[src/rtl/vc_arbiter.sv]
// Two-VC arbiter: pops show-ahead VC FIFOs into a registered output stage with head-of-line pause.
// Define VC_ARB_WRR_EN for WEIGHT:1 weighted round-robin; the default build is strict VC0 priority.
module vc_arbiter #(
  parameter int BITNUMBER = 5,
  parameter int WEIGHT    = 4
) (
  input  logic                 clk,
  input  logic                 reset,
  input  logic                 vc0_empty,
  input  logic                 vc1_empty,
  input  logic [BITNUMBER-1:0] vc0_data,
  input  logic [BITNUMBER-1:0] vc1_data,
  input  logic                 d0_pause,
  input  logic                 d1_pause,
  output logic                 vc0_pop,
  output logic                 vc1_pop,
  output logic                 valid_out,
  output logic [BITNUMBER-1:0] data_out,
  output logic                 active_vc
);

  typedef enum logic [1:0] {
    IDLE      = 2'b00,
    SERVE_VC0 = 2'b01,
    SERVE_VC1 = 2'b10
  } state_t;

  state_t state, state_nxt;
  logic   elig0, elig1, grant0, grant1;

`ifdef VC_ARB_WRR_EN
  logic [3:0] wcnt, wcnt_nxt;
`endif

  // Eligibility looks at the destination bit of each VC's current head word.
  assign elig0 = !vc0_empty && !(vc0_data[BITNUMBER-1] ? d1_pause : d0_pause);
  assign elig1 = !vc1_empty && !(vc1_data[BITNUMBER-1] ? d1_pause : d0_pause);

  always_comb begin
    grant0    = 1'b0;
    grant1    = 1'b0;
    state_nxt = IDLE;
`ifdef VC_ARB_WRR_EN
    wcnt_nxt  = 4'd0;
`endif
    if (elig0 && elig1) begin
`ifdef VC_ARB_WRR_EN
      if (wcnt < 4'(WEIGHT)) grant0 = 1'b1;
      else                   grant1 = 1'b1;
`else
      grant0 = 1'b1;
`endif
    end else begin
      grant0 = elig0;
      grant1 = elig1;
    end
    if (!reset) begin
      grant0 = 1'b0;
      grant1 = 1'b0;
    end
    if (grant0) begin
      state_nxt = SERVE_VC0;
`ifdef VC_ARB_WRR_EN
      wcnt_nxt  = (wcnt == 4'hf) ? wcnt : wcnt + 4'd1;
`endif
    end else if (grant1) begin
      state_nxt = SERVE_VC1;
    end
  end

  assign vc0_pop   = grant0;
  assign vc1_pop   = grant1;
  // Every grant leaves a SERVE state, so a non-IDLE state means data_out holds a fresh word.
  assign valid_out = (state != IDLE);

  always_ff @(posedge clk or negedge reset) begin
    if (!reset) begin
      state     <= IDLE;
      data_out  <= '0;
      active_vc <= 1'b0;
`ifdef VC_ARB_WRR_EN
      wcnt      <= 4'd0;
`endif
    end else begin
      state <= state_nxt;
`ifdef VC_ARB_WRR_EN
      wcnt  <= wcnt_nxt;
`endif
      if (grant0) begin
        data_out  <= vc0_data;
        active_vc <= 1'b0;
      end else if (grant1) begin
        data_out  <= vc1_data;
        active_vc <= 1'b1;
      end
    end
  end

endmodule

[config.mk]
export PLATFORM = sky130hd
export DESIGN_NAME = vc_arbiter
export DESIGN_NICKNAME = d
export VERILOG_FILES = /design/src/rtl/vc_arbiter.sv
export SDC_FILE = /design/constraint.sdc
export NUM_CORES = 1
export LEC_CHECK = 0
export ABC_AREA = 0
export CORE_AREA = 2 2 39 41
export DETAILED_ROUTE_END_ITERATION = 10
export DIE_AREA = 0 0 41 43
export GPL_ROUTABILITY_DRIVEN = 0
export PLACE_DENSITY = 0.66
export REMOVE_ABC_BUFFERS = 1
export SETUP_SLACK_MARGIN = 0.3
export SLEW_MARGIN = 20
export SYNTH_ARGS = -nofsm -noshare
export SYNTH_HDL_FRONTEND = slang
export SYNTH_SLANG_ARGS = --single-unit
[constraint.sdc]
create_clock -name clk -period 2.9 [get_ports clk]
set_input_delay 0.58 -clock clk [delete_from_list [all_inputs] [get_ports clk]]
set_output_delay 0.58 -clock clk [all_outputs]
set_load 0.02 [all_outputs]
==> load_flow_metrics.sql <==
INSERT INTO impl_metrics (metric_group, metric, value, unit) VALUES
('die', 'initial_core_util', '0.278', ''),
('logic_synthesis', 'ys_seq_area_frac', '0.521', ''),
('logic_synthesis', 'synth-compound-area-share', '0.189', ''),
('power_and_ir_drop', 'clockPowerShare', '0.232', ''),
('route', 'via_per_inst', '4.48', ''),
('worst_setup_path', 'worst-path-max-fanout', '2', ''),
('layout', 'filler_cell_count', '148', ''),
('grt', 'antenna_found_initial', '0', ''),
('power_and_ir_drop', 'design_power', '0.347', 'mW'),
('worst_setup_path', 'r2r_cells', '1', ''),
('worst_setup_path', 'setup.worst_path.class', 'in2out', ''),
('cts', 'clock_tree_from_tritoncts', 'built', ''),
('route', 'detailedRoute.firstPassIterationCount', '2', ''),
('die', 'floorplan.rows', '14', ''),
('worst_setup_path', 'regToRegSetupSlack', '2.19', 'ns'),
('layout', 'drive_above_1_share', '0.309', ''),
('layout', 'layout.core_utilization', '0.519', ''),
('route', 'average_routed_wire_per_standard_cell', '11.9', 'µm'),
('layout', 'commonest_cells_after_routing_fill_and_taps_aside', '21 x clkdlybuf4s50_1, 9 x buf_4, 8 x dfrtp_1, 5 x inv_1, 5 x or2_2', ''),
('logic_synthesis', 'synth_top_family_by_area', 'simple AND/OR/NAND/NOR gates', ''),
('worst_setup_path', 'crit_path_start', 'd1_pause', ''),
('logic_synthesis', 'yosysWarnings', '0', ''),
('power_and_ir_drop', 'power_switching_share', '0.277', ''),
('layout', 'num_antenna_cells', '0', ''),
('die', 'die_outline_width', '41', 'µm'),
('sta', 'worst_slew_margin_rel', '0.840', ''),
('cts', 'clk-insertion-delay-late', '0.24', 'ns'),
('sta', 'timing_hold_violations_final', '0', ''),
('route', 'vias', '376', ''),
('placement', 'hpwl_dp', '859', 'µm'),
('cts', 'clk_transition_reported_paths', '0.05', 'ns'),
('sta', 'report.final.slew_viol_count', '0', ''),
('power_and_ir_drop', 'total_leakage_power', '0.346', 'nW'),
('sta', 'timing_worst_slew_pin_value', '0.239', 'ns'),
('layout', 'final_net_count', '86', ''),
('cts', 'cts.root.buffer_cell', 'clkbuf_4', ''),
('die', 'design.portCount', '25', ''),
('worst_setup_path', 'startpoint_type', 'primary input', ''),
('die', 'die-height', '43', 'µm'),
('cts', 'post_cts_buffers', '0', ''),
('grt', 'globalRouteTotalUtil', '0.132', ''),
('logic_synthesis', 'yosysTopAreaCell', 'dfrtp_1', ''),
('power_and_ir_drop', 'p_int', '0.251', 'mW'),
('logic_synthesis', 'synth_seq_cells', '8', ''),
('logic_synthesis', 'synth.cell_area', '384', 'µm²'),
('power_and_ir_drop', 'netsw', '0.0960', 'mW'),
('power_and_ir_drop', 'comb_power_share', '0.362', ''),
('cts', 'numCtsBuffers', '3', ''),
('logic_synthesis', 'synth.mux.area_fraction', '0', ''),
('power_and_ir_drop', 'share_seq_of_total_power', '0.406', ''),
('placement', 'port-buffer-count', '24', ''),
('worst_setup_path', 'worstPathArrival', '1.96', 'ns'),
('die', 'area_enclosed_by_the_die_boundary', '1760', 'µm²'),
('sta', 'period_share', '0.875', ''),
('logic_synthesis', 'synth_fa_ha_area_frac', '0', ''),
('worst_setup_path', 'critPathCaptureType', 'primary output', ''),
('route', 'final_antenna_net_count', '0', ''),
('logic_synthesis', 'syn_avg_cell_area', '11.3', 'µm²'),
('power_and_ir_drop', 'vdd_ir_drop_max', '0.134', 'mV'),
('sta', 'maximum_operating_frequency', '394', 'MHz'),
('sta', 'post-route-min-period', '2.54', 'ns'),
('cts', 'cts_sinks', '8', ''),
('logic_synthesis', 'synth.top_cells.by_area', 'dfrtp_1 52%, o221a_1 12%, or2_2 8.1%, inv_1 4.9%, nand2b_1 3.3%', ''),
('grt', 'via_count_of_the_first_global_routing_pass', '404', ''),
('logic_synthesis', 'synth_simple_gate_area_share', '0.212', ''),
('grt', 'grt.overflow.total', '0', ''),
('worst_setup_path', 'timing.rr.end', 'data_out[4]', ''),
('worst_hold_path', 'hold_path_startpoint', 'active_vc', ''),
('route', 'wirelength', '1000', 'µm'),
('outcome', 'status', 'finished clean', ''),
('cts', 'cts.hold.buffers_added', '0', '');
[cell usage after synthesis]
library cell and instances:
or2_2 5, and2_4 1, dfrtp_1 8, or4_4 1, buf_6 1, nand3_1 2
inv_1 5, o221a_2 1, nand2_1 2, a2111o_1 1, o221a_1 4, nand2b_1 2
a21oi_1 1
[power groups by stage]
stage | combinational [mW] | clock [mW] | sequential [mW]
final | 0.125 | 0.0804 | 0.141
after global routing | 0.135 | 0.0900 | 0.143
after CTS | 0.127 | 0.0851 | 0.141
after detailed placement | 0.128 | 0 | 0.143
after global placement | 0.125 | 0 | 0.142
after floorplan | 0.0289 | 0 | 0.164
[state kept, by name, summed over array words and instances (netlist names)]
register	flops
active_vc	1
data_out	5
state	2
[metal layers]
layer	share of wire	routed length, µm	track usage	vias to the layer above
met3	0.082	82	0.0157	0
li1	-	-	-	192
met2	0.50	501	0.231	18
met4	0	0	0.0600	0
met5	0	0	0	-
met1	0.42	419	0.146	166
[kinds of logic after synthesis]
family / after synthesis
buffers and inverters: 6
DFF: 8
and+or+nand+nor: 13
AOI/OAI and AO/OA: 7
[cell type report]
| class | instances | area [µm²] | share of cell area |
|---|---|---|---|
| inverter | 5 | 18.8 | 0.0261 |
| sequential | 8 | 200 | 0.279 |
| timing repair buffer | 32 | 299 | 0.416 |
| clock buffer | 3 | 22.5 | 0.0314 |
| multi-input combinational | 20 | 158 | 0.220 |
| tap | 16 | 20.0 | 0.0279 |
[critical path, stage by stage]
cell             delay [ns]
clkdlybuf4s50_1        0.49
a21oi_2                0.07
or4_4                  0.48
and2_4                 0.17
inv_1                  0.04
buf_4                  0.13
[how the worst max path moves through the flow]
stage,to,depth (start not counted)
3_5_place_dp,vc1_pop,6
6_report,vc1_pop,6
4_1_cts,vc1_pop,6
2_1_floorplan,vc1_pop,4
5_1_grt,vc1_pop,6
3_3_place_gp,vc1_pop,6
[stage by stage]
step                hold slack [ns]  area [µm²]  setup WS, ns  instances  TNS, ns
floorplan                     0.284         373         0.854         33        0
global placement              0.462         693        -0.122         81   -0.122
detailed placement            0.466         693        -0.146         81   -0.146
CTS                           0.478         716         0.196         84        0
global route                  0.527         718         0.309         84        0
finish                        0.472         718         0.362         84        0
[repair_timing]
action | CTS | global route
endpoints found under the setup margin | 2 | 1
endpoints found under the hold margin | 0 | 0
gates resized for setup | 4 | 4
(Power assumes the default switching activity.)
==> RTL change 1 (same settings) <==
Set the parameter `BITNUMBER` to 4 (it was 5).
--- a/src/rtl/vc_arbiter.sv
+++ b/src/rtl/vc_arbiter.sv
@@ -1,7 +1,7 @@
 // Two-VC arbiter: pops show-ahead VC FIFOs into a registered output stage with head-of-line pause.
 // Define VC_ARB_WRR_EN for WEIGHT:1 weighted round-robin; the default build is strict VC0 priority.
 module vc_arbiter #(
-  parameter int BITNUMBER = 5,
+  parameter int BITNUMBER = 4,
   parameter int WEIGHT    = 4
 ) (
   input  logic                 clk,
Ports: changed (resized data_out, vc0_data and vc1_data); port bits go from 25 to 22. The function was not compared with the original's and may differ.
==> RTL change 1 against the original RTL <==
- non-clock buffer count down 4
- routed wire length down 13%
- worst setup slack better by 12 ps
- sequential power down 13%
- sequential cell count down 1
- die area unchanged
- clock power up 10%
- first-iteration DRC count rose to 10 times the old value
- area after synthesis down 11%
- synthesized cell count down 8.8%
- power down 8.1%
- core utilization down 5.3 points
- cell area down 10%
- largest power group unchanged
==> RTL change 1: results (changes against the original RTL) <==
- Pre-antenna DRT Iters: 4 (+2)
- Seq/Total Area, Yosys: 0.513 (-0.00835)
- Hpwl dp: 716 um (-17%)
- Slew @ Worst Pin: 213 ps (-26.8 ps)
- Clkbuf count: 4 (+1)
- Leak Pwr: 0.325 nW (-6.0%)
- Worst-Skew Late Latency: 250 ps
- Reg2Reg Depth: 1 (unchanged)
- R2r setup slk: 2180 ps
- Fillers: 146 (-1.4%)
- Non-clock buffers: 28 (-13%)
- Arr. time, crit path: 1950 ps
- Synth async-reset ratio: 1.00 (unchanged)
- Outcome: finished, final reports clean
- Logic pwr share: 0.338 (-0.024)
- Ratio of cells with drive above 1 in the final layout: 0.306 (-0.00237)
- IO Port Bufs: 21 (-13%)
- Compound-Gate Fraction of Synth Area: 0.179 (-0.00944)
- Clk_skew: 0 ps (unchanged)
- Via density: 4.56 (+2.0%)
- Worst Hold Launch: active_vc
- Top cells by area, synth: dfrtp_1 (51%), o221a_1 (9.9%), or2_2 (7.3%)
- Post-synthesis xor/xnor area fraction: 0 (unchanged)
- Initial antenna violation count: 0 (unchanged)
- Multi-input comb cells: 18 (-10%)
- First-pass GRT wire length: 1.30 mm (-16%)
- Root Buffer: clkbuf_4
- Reg-to-reg endpoint: data_out[3]
- VDD IR max: 0.161 mV (+20%)
- Post-synth top cells: dfrtp_1 (7), inv_1 (5), or2_2 (4)
- Largest net degree at the start of global routing: 9 (-1)
- CP Max Fanout: 2 (unchanged)
- Biggest regs: data_out (4), state (2), active_vc (1)
- Synth Area in Adders: 0 (unchanged)
- Clock Network Area Fraction: 0.0408 (+0.00942)
- Worst hold slack: 472 ps (+0.455 ps)
- Reg-to-Reg Start: data_out[3]
- Final nets: 77 (-10%)
- Non-clk buf share: 0.410 (-0.00667)
- CTS sink count: 7 (-1)
- Unique cell type count in the Yosys netlist: 13 (unchanged)
- Seq pwr share: 0.384 (-0.022)
- Pint: 0.229 mW (-8.7%)
- GRT Overall Usage: 0.111 (-0.0208)
- Fraction of area in registers: 0.272 (-0.00690)
- Multi-input gate area: 140 um^2 (-11%)
- WL/cell: 11.2 um (-6.5%)
- Vias in the first global route: 347 (-14%)
- Initial DRC Count: 10 (+9)
- Clock transition at path regs: 50 ps (about the same)
RTL change 1: changes by cell type after synthesis, sizes merged:
cell,before,now
o221a,5,4
dfrtp,8,7
or2,5,4
RTL change 1: cells by family (layout without fill, tap and decap cells):
family | count (synthesis) | after routing
buffers and inverters | 6 | 37
DFF | 7 | 7
AOI/OAI and AO/OA | 6 | 6
and+or+nand+nor | 12 | 12
RTL change 1: worst max-delay path: stages:
cell             delay (ps)
clkdlybuf4s50_1         500
a21oi_2                  50
or4_4                   480
and2_4                  170
inv_1                    40
buf_4                   130
RTL change 1: worst max path at each step:
stage | startpoint | to | slack (ps) | cells after the start
finish | vc0_empty | vc1_pop | 370 | 6
floorplan | vc1_empty | vc1_pop | 860 | 4
global route | vc0_empty | vc1_pop | 310 | 6
CTS | vc0_data[3] | vc1_pop | 210 | 6
global placement | vc0_data[3] | vc1_pop | -120 | 6
detailed placement | vc0_data[3] | vc1_pop | -130 | 6
RTL change 1: per-stage QoR:
| step | area, um^2 | setup WS (ps) | cells | power (mW) | utilization |
|---|---|---|---|---|---|
| floorplan | 330 | 859 | 30 | 0.167 | - |
| global placement | 613 | -115 | 74 | 0.231 | 0.443 |
| detailed placement | 613 | -129 | 74 | 0.234 | 0.443 |
| CTS | 639 | 214 | 78 | 0.324 | 0.462 |
| global route | 644 | 312 | 78 | 0.337 | 0.466 |
| finish | 644 | 374 | 78 | 0.319 | 0.466 |
RTL change 1: repair_timing:
item / in CTS / in global routing
hold buffers: 0 / 0
gates resized for setup: 4 / 5
setup endpoints to repair: 2 / 1
RTL change 1: routing by layer:
layer	global-route usage	vias up	part of all wire
met5	0	-	0
met4	0.0800	0	0.029
met3	0.0157	3	0.10
met2	0.178	19	0.48
met1	0.124	161	0.39
li1	-	173	-
==> RTL change 2 (same settings) <==
Without the edit above. Re-encode `state_t` (3 states) as one-hot, 3 bits wide.
--- a/src/rtl/vc_arbiter.sv
+++ b/src/rtl/vc_arbiter.sv
@@ -19,10 +19,10 @@
   output logic                 active_vc
 );
 
-  typedef enum logic [1:0] {
-    IDLE      = 2'b00,
-    SERVE_VC0 = 2'b01,
-    SERVE_VC1 = 2'b10
+  typedef enum logic [2:0] {
+    IDLE      = 3'b001,
+    SERVE_VC0 = 3'b010,
+    SERVE_VC1 = 3'b100
   } state_t;
 
   state_t state, state_nxt;
Check against the original RTL: no difference found for any inputs over 10 cycles, from zero or initial values and one cycle with reset low; not proved beyond that.
==> RTL change 2 against the original RTL <==
- worst hold slack improved by 17 ps
- clock power is 20% higher
- critical path type unchanged
- clock skew is the same
- die area is the same
- sequential power grew 9.9%
- worst setup slack worse by 6.4 ps
- register-to-register slack lost 30 ps
- cell area up 4.4%
- routed wire length fell by 4.2%
- largest power group unchanged
- power up 9.8%
- sequential cell count is 1 higher
- area after synthesis increased by 10%
- fmax shrank 0.25%
==> RTL change 2: results (changes against the original RTL) <==
- Outcome: finished, final reports clean
- Pre-antenna DRT Iters: 4 (+2)
- Crit. Startpoint: d1_pause
- Final nets: 88 (+2.3%)
- N_diodes: 0 (unchanged)
- VDD IR max: 0.286 mV (+110%)
- Unique cell type count in the Yosys netlist: 16 (+3)
- Initial DRC Count: 2 (+1)
- Via density: 4.56 (+1.9%)
- First-pass GRT wire length: 1.50 mm (-3.1%)
- Leak Pwr: 0.361 nW (+4.4%)
- Fillers: 136 (-8.1%)
- Compound-Gate Fraction of Synth Area: 0.169 (-0.0203)
- WL final: 961 um (-4.2%)
- GRT Overall Usage: 0.130 (-0.00189)
- Hpwl dp: 808 um (-6.0%)
- R2r setup slk: 2160 ps (-30 ps)
- Vias in the first global route: 372 (-7.9%)
- P per Cell Area: 508 mW/mm^2 (+5.2%)
- GR Layer Usage met1: 0.173 (+0.0271)
- Avg Synthesized Cell Area: 11.4 um^2 (+1.2%)
- Top cells by area, synth: dfrtp_1 (47%), o221a_1 (11%), dfstp_2 (6.2%)
- Seq/Total Area, Yosys: 0.536 (+0.0143)
- Worst-Skew Late Latency: 260 ps (+20 ps)
- Met2 GRT Util: 0.181 (-0.0500)
- Post-synth top cells: dfrtp_1 (8), inv_1 (6), o221a_1 (4), or2_2 (4)
- Met3 usage: 0.0314 (+0.0157)
- Biggest regs: data_out (5), state (3), active_vc (1)
- Pint: 0.274 mW (+9.2%)
- Ratio of cells with drive above 1 in the final layout: 0.268 (-0.0412)
- Slew @ Worst Pin: 224 ps (-15.9 ps)
- Largest net degree at the start of global routing: 11 (+1)
- Met1 WL: 430 um (+2.6%)
- Metal2 WL: 427 um (-15%)
- Top layer used by detailed routing: met4
- Largest delay share family, worst path: buffers and inverters
==> RTL change 2: area by class of cell <==
type / count / share of cell area
sequential: 9 / 0.302
inverter: 6 / 0.0301
tap: 16 / 0.0267
multi-input combinational: 21 / 0.217
timing repair buffer: 31 / 0.389
clock buffer: 4 / 0.0351
==> RTL change 2: worst min-delay path, delay by kind of cell (launching register included) <==
family | cells | cell delay (ps)
flops | 1 | 340
simple gates | 2 | 110
==> RTL change 2: worst min path at each step <==
| stage | from | to | slack, ps | depth (start not counted) |
|---|---|---|---|---|
| final | active_vc | active_vc | 490 | 2 |
| after global routing | active_vc | active_vc | 560 | 2 |
| after CTS | active_vc | active_vc | 500 | 2 |
| after detailed placement | active_vc | active_vc | 480 | 2 |
| after global placement | active_vc | active_vc | 460 | 2 |
| after floorplan | reset | active_vc | 280 | 0 |
==> RTL change 2: through the flow <==
| step | cells | utilization | cell area (um^2) | setup slack (ps) |
|---|---|---|---|---|
| 6_report | 87 | 0.542 | 749 | 356 |
| 5_1_grt | 87 | 0.542 | 749 | 307 |
| 4_1_cts | 87 | 0.542 | 751 | 205 |
| 3_5_place_dp | 83 | 0.524 | 724 | -137 |
| 3_3_place_gp | 83 | 0.524 | 724 | -121 |
| 2_1_floorplan | 36 | - | 412 | 854 |
==> RTL change 2: power groups by stage <==
stage / logic, mW / registers (mW) / clock network (mW)
floorplan: 0.0324 / 0.179 / 0
CTS: 0.131 / 0.155 / 0.0996
global route: 0.139 / 0.157 / 0.105
global placement: 0.131 / 0.157 / 0
finish: 0.129 / 0.155 / 0.0965
detailed placement: 0.132 / 0.158 / 0
